$ cat config.mk
export PLATFORM = sky130hd
export DESIGN_NAME = regfile_scoreboard_mp_flat
export DESIGN_NICKNAME = d
export VERILOG_FILES = /design/src/rtl/rv_core_pkg.sv /design/src/rtl/regfile_scoreboard_mp_if.sv /design/src/rtl/rf_scoreboard.sv /design/src/rtl/regfile_scoreboard_mp.sv /design/src/flat_wrapper.sv
export SDC_FILE = /design/constraint.sdc
export NUM_CORES = 2
export LEC_CHECK = 0
export BUFFER_PORTS_ARGS = -buffer_cell sky130_fd_sc_hd__buf_2
export CAP_MARGIN = 10
export CORE_AREA = 2 2 327 329
export CTS_BUF_LIST = sky130_fd_sc_hd__clkbuf_8
export DETAILED_ROUTE_END_ITERATION = 16
export DIE_AREA = 0 0 329 331
export PLACE_DENSITY = 0.74
export SYNTH_ARGS = -nofsm -noshare
export SYNTH_HDL_FRONTEND = slang
export SYNTH_SLANG_ARGS = --single-unit
$ cat constraint.sdc
create_clock -name clk -period 37.9 [get_ports clk]
set_clock_uncertainty 0.1 [all_clocks]
set_input_delay 5.685 -clock clk [delete_from_list [all_inputs] [get_ports clk]]
set_output_delay 5.685 -clock clk [all_outputs]
set_load 0.02 [all_outputs]
$ cat src/rtl/rv_core_pkg.sv
`default_nettype none
// ============================================================================
// Module   : rv_core_pkg
// Brief    : Shared defaults, address-width helper and register-address type.
// Revision : 1.0
// ============================================================================
package rv_core_pkg;

    localparam int XLEN_DEF  = 32;
    localparam int NREGS_DEF = 32;

    function automatic int clog2_f(input int n);
        int r;
        r = 0;
        for (int i = 0; i < 31; i++) begin
            if ((1 << i) < n) begin
                r = i + 1;
            end
        end
        return r;
    endfunction

    typedef logic [clog2_f(NREGS_DEF)-1:0] reg_addr_t;

endpackage
`default_nettype wire

$ cat src/rtl/regfile_scoreboard_mp_if.sv
`default_nettype none
// ============================================================================
// Module   : regfile_scoreboard_mp_if
// Brief    : Read, writeback, issue and flush bundle between pipeline and RF.
// Revision : 1.0
// ============================================================================
interface regfile_scoreboard_mp_if
    import rv_core_pkg::*;
#(
    parameter int XLEN   = XLEN_DEF,
    parameter int NREGS  = NREGS_DEF,
    parameter int NUM_RD = 2
);
    localparam int AW = clog2_f(NREGS);

    logic [NUM_RD*AW-1:0]   rd_addr;
    logic [NUM_RD*XLEN-1:0] rd_data;
    logic [NUM_RD-1:0]      rd_busy;
    logic                   wb_valid;
    logic [AW-1:0]          wb_addr;
    logic [XLEN-1:0]        wb_data;
    logic                   iss_valid;
    logic [AW-1:0]          iss_addr;
    logic                   flush;
    logic [AW:0]            busy_count;

    modport master (
        output rd_addr, wb_valid, wb_addr, wb_data, iss_valid, iss_addr, flush,
        input  rd_data, rd_busy, busy_count
    );

    modport slave (
        input  rd_addr, wb_valid, wb_addr, wb_data, iss_valid, iss_addr, flush,
        output rd_data, rd_busy, busy_count
    );

endinterface
`default_nettype wire

$ cat src/rtl/rf_scoreboard.sv
`default_nettype none
// ============================================================================
// Module   : rf_scoreboard
// Brief    : Per-register busy bits with an incrementally kept population count.
// Revision : 1.0
// ============================================================================
module rf_scoreboard #(
    parameter int NREGS = 32,
    parameter int AW    = 5
) (
    input  wire logic             clk,
    input  wire logic             reset,
    input  wire logic             iss_valid,
    input  wire logic [AW-1:0]    iss_addr,
    input  wire logic             wb_valid,
    input  wire logic [AW-1:0]    wb_addr,
    input  wire logic             flush,
    output logic      [NREGS-1:0] busy,
    output logic      [AW:0]      busy_count
);

    logic [NREGS-1:0] r_busy;
    logic [AW:0]      r_count;
    logic [NREGS-1:0] w_busy_nxt;
    logic [AW:0]      w_count_nxt;
    logic             w_set;
    logic             w_clr;
    logic             w_inc;
    logic             w_dec;

    always_comb begin
        w_set = iss_valid && (iss_addr != '0) && !flush;
        w_clr = wb_valid && (wb_addr != '0);
        w_inc = w_set && !r_busy[iss_addr];
        // A same-address issue re-arms the bit, so the writeback does not release it.
        w_dec = w_clr && r_busy[wb_addr] && !(w_set && (iss_addr == wb_addr));

        w_busy_nxt  = r_busy;
        w_count_nxt = r_count;
        if (w_clr) begin
            w_busy_nxt[wb_addr] = 1'b0;
        end
        if (w_set) begin
            w_busy_nxt[iss_addr] = 1'b1;
        end
        if (flush) begin
            w_busy_nxt  = '0;
            w_count_nxt = '0;
        end else if (w_inc && !w_dec) begin
            w_count_nxt = r_count + {{AW{1'b0}}, 1'b1};
        end else if (w_dec && !w_inc) begin
            w_count_nxt = r_count - {{AW{1'b0}}, 1'b1};
        end
    end

    always_ff @(posedge clk or posedge reset) begin
        if (reset) begin
            r_busy  <= '0;
            r_count <= '0;
        end else begin
            r_busy  <= w_busy_nxt;
            r_count <= w_count_nxt;
        end
    end

    assign busy       = r_busy;
    assign busy_count = r_count;

endmodule
`default_nettype wire

$ cat src/rtl/regfile_scoreboard_mp.sv
`default_nettype none
// ============================================================================
// Module   : regfile_scoreboard_mp
// Brief    : Multi-port integer register file with busy scoreboard and bypass.
// Revision : 1.0
// ============================================================================
module regfile_scoreboard_mp
    import rv_core_pkg::*;
#(
    parameter int XLEN   = XLEN_DEF,
    parameter int NREGS  = NREGS_DEF,
    parameter int NUM_RD = 2,
    parameter int BYPASS = 1
) (
    input  wire logic              clk,
    input  wire logic              reset,
    regfile_scoreboard_mp_if.slave rf
);

    localparam int AW = clog2_f(NREGS);

    logic [XLEN-1:0]  r_regs [NREGS];
    logic [NREGS-1:0] w_busy;
    logic             w_wr;

    assign w_wr = rf.wb_valid && (rf.wb_addr != '0);

    // Entry 0 is only ever cleared, which keeps x0 reading zero.
    always_ff @(posedge clk or posedge reset) begin
        if (reset) begin
            for (int i = 0; i < NREGS; i++) begin
                r_regs[i] <= '0;
            end
        end else if (w_wr) begin
            r_regs[rf.wb_addr] <= rf.wb_data;
        end
    end

    rf_scoreboard #(
        .NREGS (NREGS),
        .AW    (AW)
    ) u_sb (
        .clk        (clk),
        .reset      (reset),
        .iss_valid  (rf.iss_valid),
        .iss_addr   (rf.iss_addr),
        .wb_valid   (rf.wb_valid),
        .wb_addr    (rf.wb_addr),
        .flush      (rf.flush),
        .busy       (w_busy),
        .busy_count (rf.busy_count)
    );

    for (genvar k = 0; k < NUM_RD; k++) begin : g_rd
        logic [AW-1:0] w_ra;
        logic          w_hit;

        assign w_ra = rf.rd_addr[k*AW +: AW];

        if (BYPASS != 0) begin : g_byp
            assign w_hit = w_wr && (w_ra == rf.wb_addr);
        end else begin : g_nobyp
            assign w_hit = 1'b0;
        end

        assign rf.rd_data[k*XLEN +: XLEN] = w_hit ? rf.wb_data : r_regs[w_ra];
        assign rf.rd_busy[k]              = w_hit ? 1'b0 : w_busy[w_ra];
    end

endmodule
`default_nettype wire

$ cat src/flat_wrapper.sv
// flat-port wrapper written by rule: the top's interface ports become plain ports
module regfile_scoreboard_mp_flat import rv_core_pkg::*;
#(
    parameter int XLEN   = XLEN_DEF,
    parameter int NREGS  = NREGS_DEF,
    parameter int NUM_RD = 2,
    parameter int BYPASS = 1
)
  (clk, reset, rf_rd_addr, rf_wb_valid, rf_wb_addr, rf_wb_data, rf_iss_valid, rf_iss_addr, rf_flush, rf_rd_data, rf_rd_busy, rf_busy_count);
  regfile_scoreboard_mp_if #(.XLEN(XLEN), .NREGS(NREGS), .NUM_RD(NUM_RD)) rf_i ();
  input  wire logic clk;
  input  wire logic reset;
  input wire logic [$bits(rf_i.rd_addr)-1:0] rf_rd_addr;
  input wire logic [$bits(rf_i.wb_valid)-1:0] rf_wb_valid;
  input wire logic [$bits(rf_i.wb_addr)-1:0] rf_wb_addr;
  input wire logic [$bits(rf_i.wb_data)-1:0] rf_wb_data;
  input wire logic [$bits(rf_i.iss_valid)-1:0] rf_iss_valid;
  input wire logic [$bits(rf_i.iss_addr)-1:0] rf_iss_addr;
  input wire logic [$bits(rf_i.flush)-1:0] rf_flush;
  output wire logic [$bits(rf_i.rd_data)-1:0] rf_rd_data;
  output wire logic [$bits(rf_i.rd_busy)-1:0] rf_rd_busy;
  output wire logic [$bits(rf_i.busy_count)-1:0] rf_busy_count;
  assign rf_i.rd_addr = rf_rd_addr;
  assign rf_i.wb_valid = rf_wb_valid;
  assign rf_i.wb_addr = rf_wb_addr;
  assign rf_i.wb_data = rf_wb_data;
  assign rf_i.iss_valid = rf_iss_valid;
  assign rf_i.iss_addr = rf_iss_addr;
  assign rf_i.flush = rf_flush;
  assign rf_rd_data = rf_i.rd_data;
  assign rf_rd_busy = rf_i.rd_busy;
  assign rf_busy_count = rf_i.busy_count;
  regfile_scoreboard_mp #(.XLEN(XLEN), .NREGS(NREGS), .NUM_RD(NUM_RD), .BYPASS(BYPASS)) u_core (.clk(clk), .reset(reset), .rf(rf_i));
endmodule
# == After elaboration in Yosys (flattened, before gate mapping) ==
# Index checks and enable logic that the tools add are counted.
# classes
bitwise,6
div,0
shifts,0
eq_ne,3
add_sub_neg,2
n_reduce_logical,22
mul,0
magnitude_cmp,10
n_mux,31
# op_table
op,count
1024-bit bitwise mux,1
32-bit binary-select mux with 5-bit select,2
32-bit two-way mux,10
32-bit demux with 5-bit select,1
32-bit bitwise AND,1
32-bit NOT,1
32-bit bitwise OR,1
5-bit by 6-bit less-than comparator with 1-bit output (second input constant),4
1-bit binary-select mux with 5-bit select,4
6-bit greater-or-equal comparator (second input constant),3
6-bit two-way mux,3
5-bit NOT with 6-bit output,3
5-bit equality test,3
1-bit logical AND,14
1-bit demux with 5-bit select,2
5-bit by 1-bit greater-or-equal comparator with 1-bit output (second input constant),2
5-bit nonzero test,2
1-bit two-way mux,8
6-bit by 1-bit adder with 6-bit output (second input constant),1
6-bit by 1-bit less-than comparator with 1-bit output (second input constant),1
6-bit by 1-bit subtractor with 6-bit output (second input constant),1
1-bit zero test,5
3-bit nonzero test,1
# word_totals
ram_bits,0
rom_bits,0
mem_count,0
regBits,1062
wordCells,108
latch_bits,0

# == Depth between registers and ports, before layout ==
# depth
ltp_word,10
mapped_depth,17
ltp_nobuf,14

# == Cells and area by module ==
# A second synthesis with hierarchy kept.
# unflattened
cells_unflattened,3789
area_unflattened_um2,56763.2
# modules_own_cells
mod,area_per_inst_um2,n_inst,seq_area_each_um2,cells_each
regfile_scoreboard_mp,54081.9,1,25624.6,3485
rf_scoreboard,2681.3,1,950.9,304

# == Least setup slack after synthesis ==
# No wires, ideal clock.
# synth_path
path_kind,in2out
start,in rf_rd_addr[0]
end,out rf_rd_data[2]
t_arrival_ns,7.629
t_required_ns,32.115
setup_slack_ns,24.486
path_buffers,3
path_stages,7
cell_sequence,clkbuf_1 -> buf_2 -> buf_2 -> mux4_2 -> mux4_2 -> mux2i_1 -> o21ai_0
# synth_via
elab_chain_cells,5
word_cells_on_any_way,7
# synth_lines
element,line_no,rtl
"start, declared",flat_wrapper.sv:13,input wire logic [$bits(rf_i.rd_addr)-1:0] rf_rd_addr;
5-bit NOT with 6-bit output (implied by the code),regfile_scoreboard_mp.sv:66,assign rf.rd_data[k*XLEN +: XLEN] = w_hit ? rf.wb_data : r_regs[w_ra];
32-bit binary-select mux with 5-bit select,regfile_scoreboard_mp.sv:66,
32-bit two-way mux (implied by the code) (2 in a row),regfile_scoreboard_mp.sv:66,
32-bit two-way mux *,regfile_scoreboard_mp.sv:66,
"end, declared",flat_wrapper.sv:20,output wire logic [$bits(rf_i.rd_data)-1:0] rf_rd_data;
# Mark *: on every way between the ends. The rest lies on a longest branch, timed or not. The select of a mux whose other input is x is not followed.

# == Worst setup path after layout ==
# layout_path
start,in rf_rd_addr[5]
end,out rf_rd_data[59]
# Same word-level chain as after synthesis.

==> impl_metrics.env <==
export IMPL_status="completed"
export IMPL_vias_per_cell=6.786
export IMPL_rsz0062_at_grt="no"
export IMPL_ant_nets=0
export IMPL_power_density_nw_per_um2=51.52
export IMPL_drtIter0Drc=3276
export IMPL_ctsResizeCount=0
export IMPL_cp_slowest_stage_delay_ns=0.88
export IMPL_wirelength_um=154000
export IMPL_pwr_share_comb=0.215
export IMPL_ys_seq_area_frac=0.4610
export IMPL_synth_area_leaders="dfrtp_1, mux4_2, mux2_2"
export IMPL_p_int_uw=2329
export IMPL_finalSetupTns_ns=0
export IMPL_drv_slew=0
export IMPL_final_common_cell="dfrtp_1"
export IMPL_hold_viol=0
export IMPL_synth_top_area_share=0.4610
export IMPL_drc=0
export IMPL_layout_drive_gt1_share=0.5795
export IMPL_grt_max_degree=154
export IMPL_min_delay_path_depth=0
export IMPL_coreArea_um2=105000
export IMPL_hold_buffers=0
export IMPL_cts_buffers=176
export IMPL_setup_violations_final=0
export IMPL_clk_pin_slew_worst_paths_ns=0.06
export IMPL_nFillCells=7895
export IMPL_clock_sinks=1062
export IMPL_reg2reg_setup_slack_ns=34.39
export IMPL_rr_startpoint="u_core.u_sb.busy[2]"
export IMPL_slowest_stage="buf_4"
export IMPL_cts_root_buf="clkbuf_8"
export IMPL_syn_cell_area_um2=57650
export IMPL_reg2reg_depth=14
export IMPL_period_needed_ns=15.74
export IMPL_vias=34444
export IMPL_io_pins=129
export IMPL_nets=3607
export IMPL_leakagePower_uw=0.02724
export IMPL_hold_class="flip-flop to flip-flop"
export IMPL_die_height_um=331
export IMPL_startpoint_type="input pin"
export IMPL_syn_nets=3676
export IMPL_cts_tree="built"
export IMPL_post_cts_setup_buffers=0
export IMPL_start_util=0.5492
export IMPL_path_buf_inv=5
export IMPL_hpwl_um=80080
export IMPL_synthesis_instances=3614
export IMPL_avgRoutedWirePerCell_um=30.34
export IMPL_maxCapViolCount=0
export IMPL_swShare=0.2767
export IMPL_final_min_period_over_clock_period=0.4153
export IMPL_synth_largest_area_cell="dfrtp_1"
export IMPL_place_gp_congestion=0.8206
export IMPL_rows=119
export IMPL_yosysWarnings=0
export IMPL_final_cells=5076
export IMPL_grt_ovfl_total=0
export IMPL_critPathKind="input pin to primary output"
export IMPL_clkPwrFrac=0.323
export IMPL_synthArstFlopShare=1.000
export IMPL_grt_pass1_vias=35833
export IMPL_worstHoldStart="u_core.r_regs[1011]"
export IMPL_max_slew_margin=0.1414
export IMPL_multi_input_area_um2=29410
export IMPL_die_x_um=329
export IMPL_io_buffers=128
export IMPL_dieArea_um2=108900
export IMPL_critPathTopFamily="buffers and inverters"
export IMPL_final_util=0.5954
export IMPL_area_growth_synth_to_final_pct=8.406
export IMPL_whs_endpoint="u_core.r_regs[1011]"
export IMPL_crit_path_frequent_cell="buf_4"
export IMPL_grt_util_all_layers=0.2906
export IMPL_worst_path_max_fanout=106
export IMPL_max_clock_freq_ghz=0.06354
export IMPL_avgSynthCellArea_um2=15.95
export IMPL_yosysUniqueCellTypes=61
export IMPL_grt_pass1_wl_um=232600
export IMPL_max_vdd_ir_drop_mv=0.03490
export IMPL_dr_pass1_iters=5
export IMPL_synth_flop_cell="dfrtp_1"
export IMPL_cts_max_path_buffers=3
export IMPL_power_switching_uw=891.0
export IMPL_insertion_delay_ns=0.85
export IMPL_reg2reg_to="u_core.u_sb.busy_count[5]"
export IMPL_cp_required_ns=32.12
export IMPL_grt_antenna_before_repair=5
export IMPL_final_cell_mix="dfrtp_1, mux2_2, mux4_2"
export IMPL_arrival_ns=9.95
export IMPL_tightest_slew_ns=1.271
export IMPL_ys_ff_latch=1062
export IMPL_post_place_cells=4758
export IMPL_crit_chain="buf_8 -> buf_4 -> buf_12 -> xnor2_1 -> nand3_1 -> nor4_2 -> buf_4 -> o21ai_0 -> buf_2"
export IMPL_synth_edf_count=0
export IMPL_pwr_share_seq=0.463
export IMPL_endpoint_kind="primary output"
export IMPL_seqCellArea_um2=26580
export IMPL_cts_max_level=4
==> power by group through the flow <==
stage	sequential (µW)	combinational (µW)	clock [µW]
3_5_place_dp	1500	696	0
5_1_grt	1510	738	1110
6_report	1490	691	1040
4_1_cts	1480	697	1060
2_1_floorplan	1460	564	0
3_3_place_gp	1490	678	0
==> stage by stage <==
stage	setup WS, ns	power [µW]	hold slack, ns	cell area, µm²
after floorplan	2.221	2024	0.3413	57650
after global placement	22.03	2164	0.2763	58860
after detailed placement	22.02	2198	0.2820	58860
after CTS	21.99	3237	0.2961	62490
after global routing	21.75	3363	0.3072	62490
final	22.16	3220	0.2918	62490
==> cells by family after synthesis <==
family                     share of synthesized area
AOI/OAI and AO/OA                            0.01330
xor gates and xnor gates                    0.003212
adders and majority gates                   0.001215
buffers and inverters                        0.03318
DFF                                           0.4610
muxes                                         0.4703
and+or+nand+nor                              0.01784
==> synthesized netlist by cell type (all sizes together), types with 2 or more instances <==
| cell | count |
|---|---|
| nor4 | 4 |
| o32ai | 2 |
| mux2 | 1000 |
| a22oi | 16 |
| xnor2 | 10 |
| clkbuf | 211 |
| and2 | 6 |
| mux2i | 86 |
| mux4 | 665 |
| nor3b | 4 |
| nand3b | 7 |
| a32oi | 2 |
| nor2b | 11 |
| nor3 | 7 |
| a21oi | 17 |
| a21o | 2 |
| xor2 | 9 |
| dfrtp | 1062 |
| and3 | 5 |
| buf | 212 |
| and3b | 2 |
| o21ai | 75 |
| nand2b | 4 |
| o22ai | 2 |
| or2 | 3 |
| ha | 4 |
| a32o | 2 |
| a22o | 2 |
| nand2 | 99 |
| nor2 | 48 |
| nand3 | 12 |
| inv | 8 |
| nand4 | 2 |
==> flip-flops by register name, summed over array words and instances, names as in the netlist <==
| signal | count |
|---|---|
| u_core.u_sb.busy | 32 |
| u_core.r_regs | 1024 |
| u_core.u_sb.busy_count | 6 |
==> worst max-delay path by stage <==
| stage | startpoint | endpoint | slack, ns | cells after the start |
|---|---|---|---|---|
| CTS | rf_rd_addr[5] | rf_rd_data[41] | 21.99 | 9 |
| finish | rf_rd_addr[5] | rf_rd_data[59] | 22.16 | 9 |
| global route | rf_rd_addr[5] | rf_rd_data[41] | 21.75 | 10 |
| detailed placement | rf_rd_addr[5] | rf_rd_data[41] | 22.02 | 9 |
| floorplan | reset | u_core.r_regs[0] | 2.22 | 1 |
| global placement | rf_rd_addr[5] | rf_rd_data[42] | 22.03 | 9 |
==> area by class of cell <==
| type | count | share of cell area |
|---|---|---|
| multi-input combinational | 2121 | 0.4705 |
| sequential | 1062 | 0.4252 |
| clock buffer | 223 | 0.04911 |
| tap | 1391 | 0.02785 |
| timing repair buffer | 176 | 0.01762 |
| clock inverter | 94 | 0.009009 |
| inverter | 8 | 0.0006006 |
| antenna | 1 | 0.00004004 |
==> routing by layer <==
layer  up-vias  track usage  wire [µm]
met3       339      0.05805      11460
met5         -            0          0
met4         0       0.1083       5562
li1      13940            -          -
met1     18690       0.4086      63650
met2      1475       0.4548      73320
(Power assumes the default switching activity.)
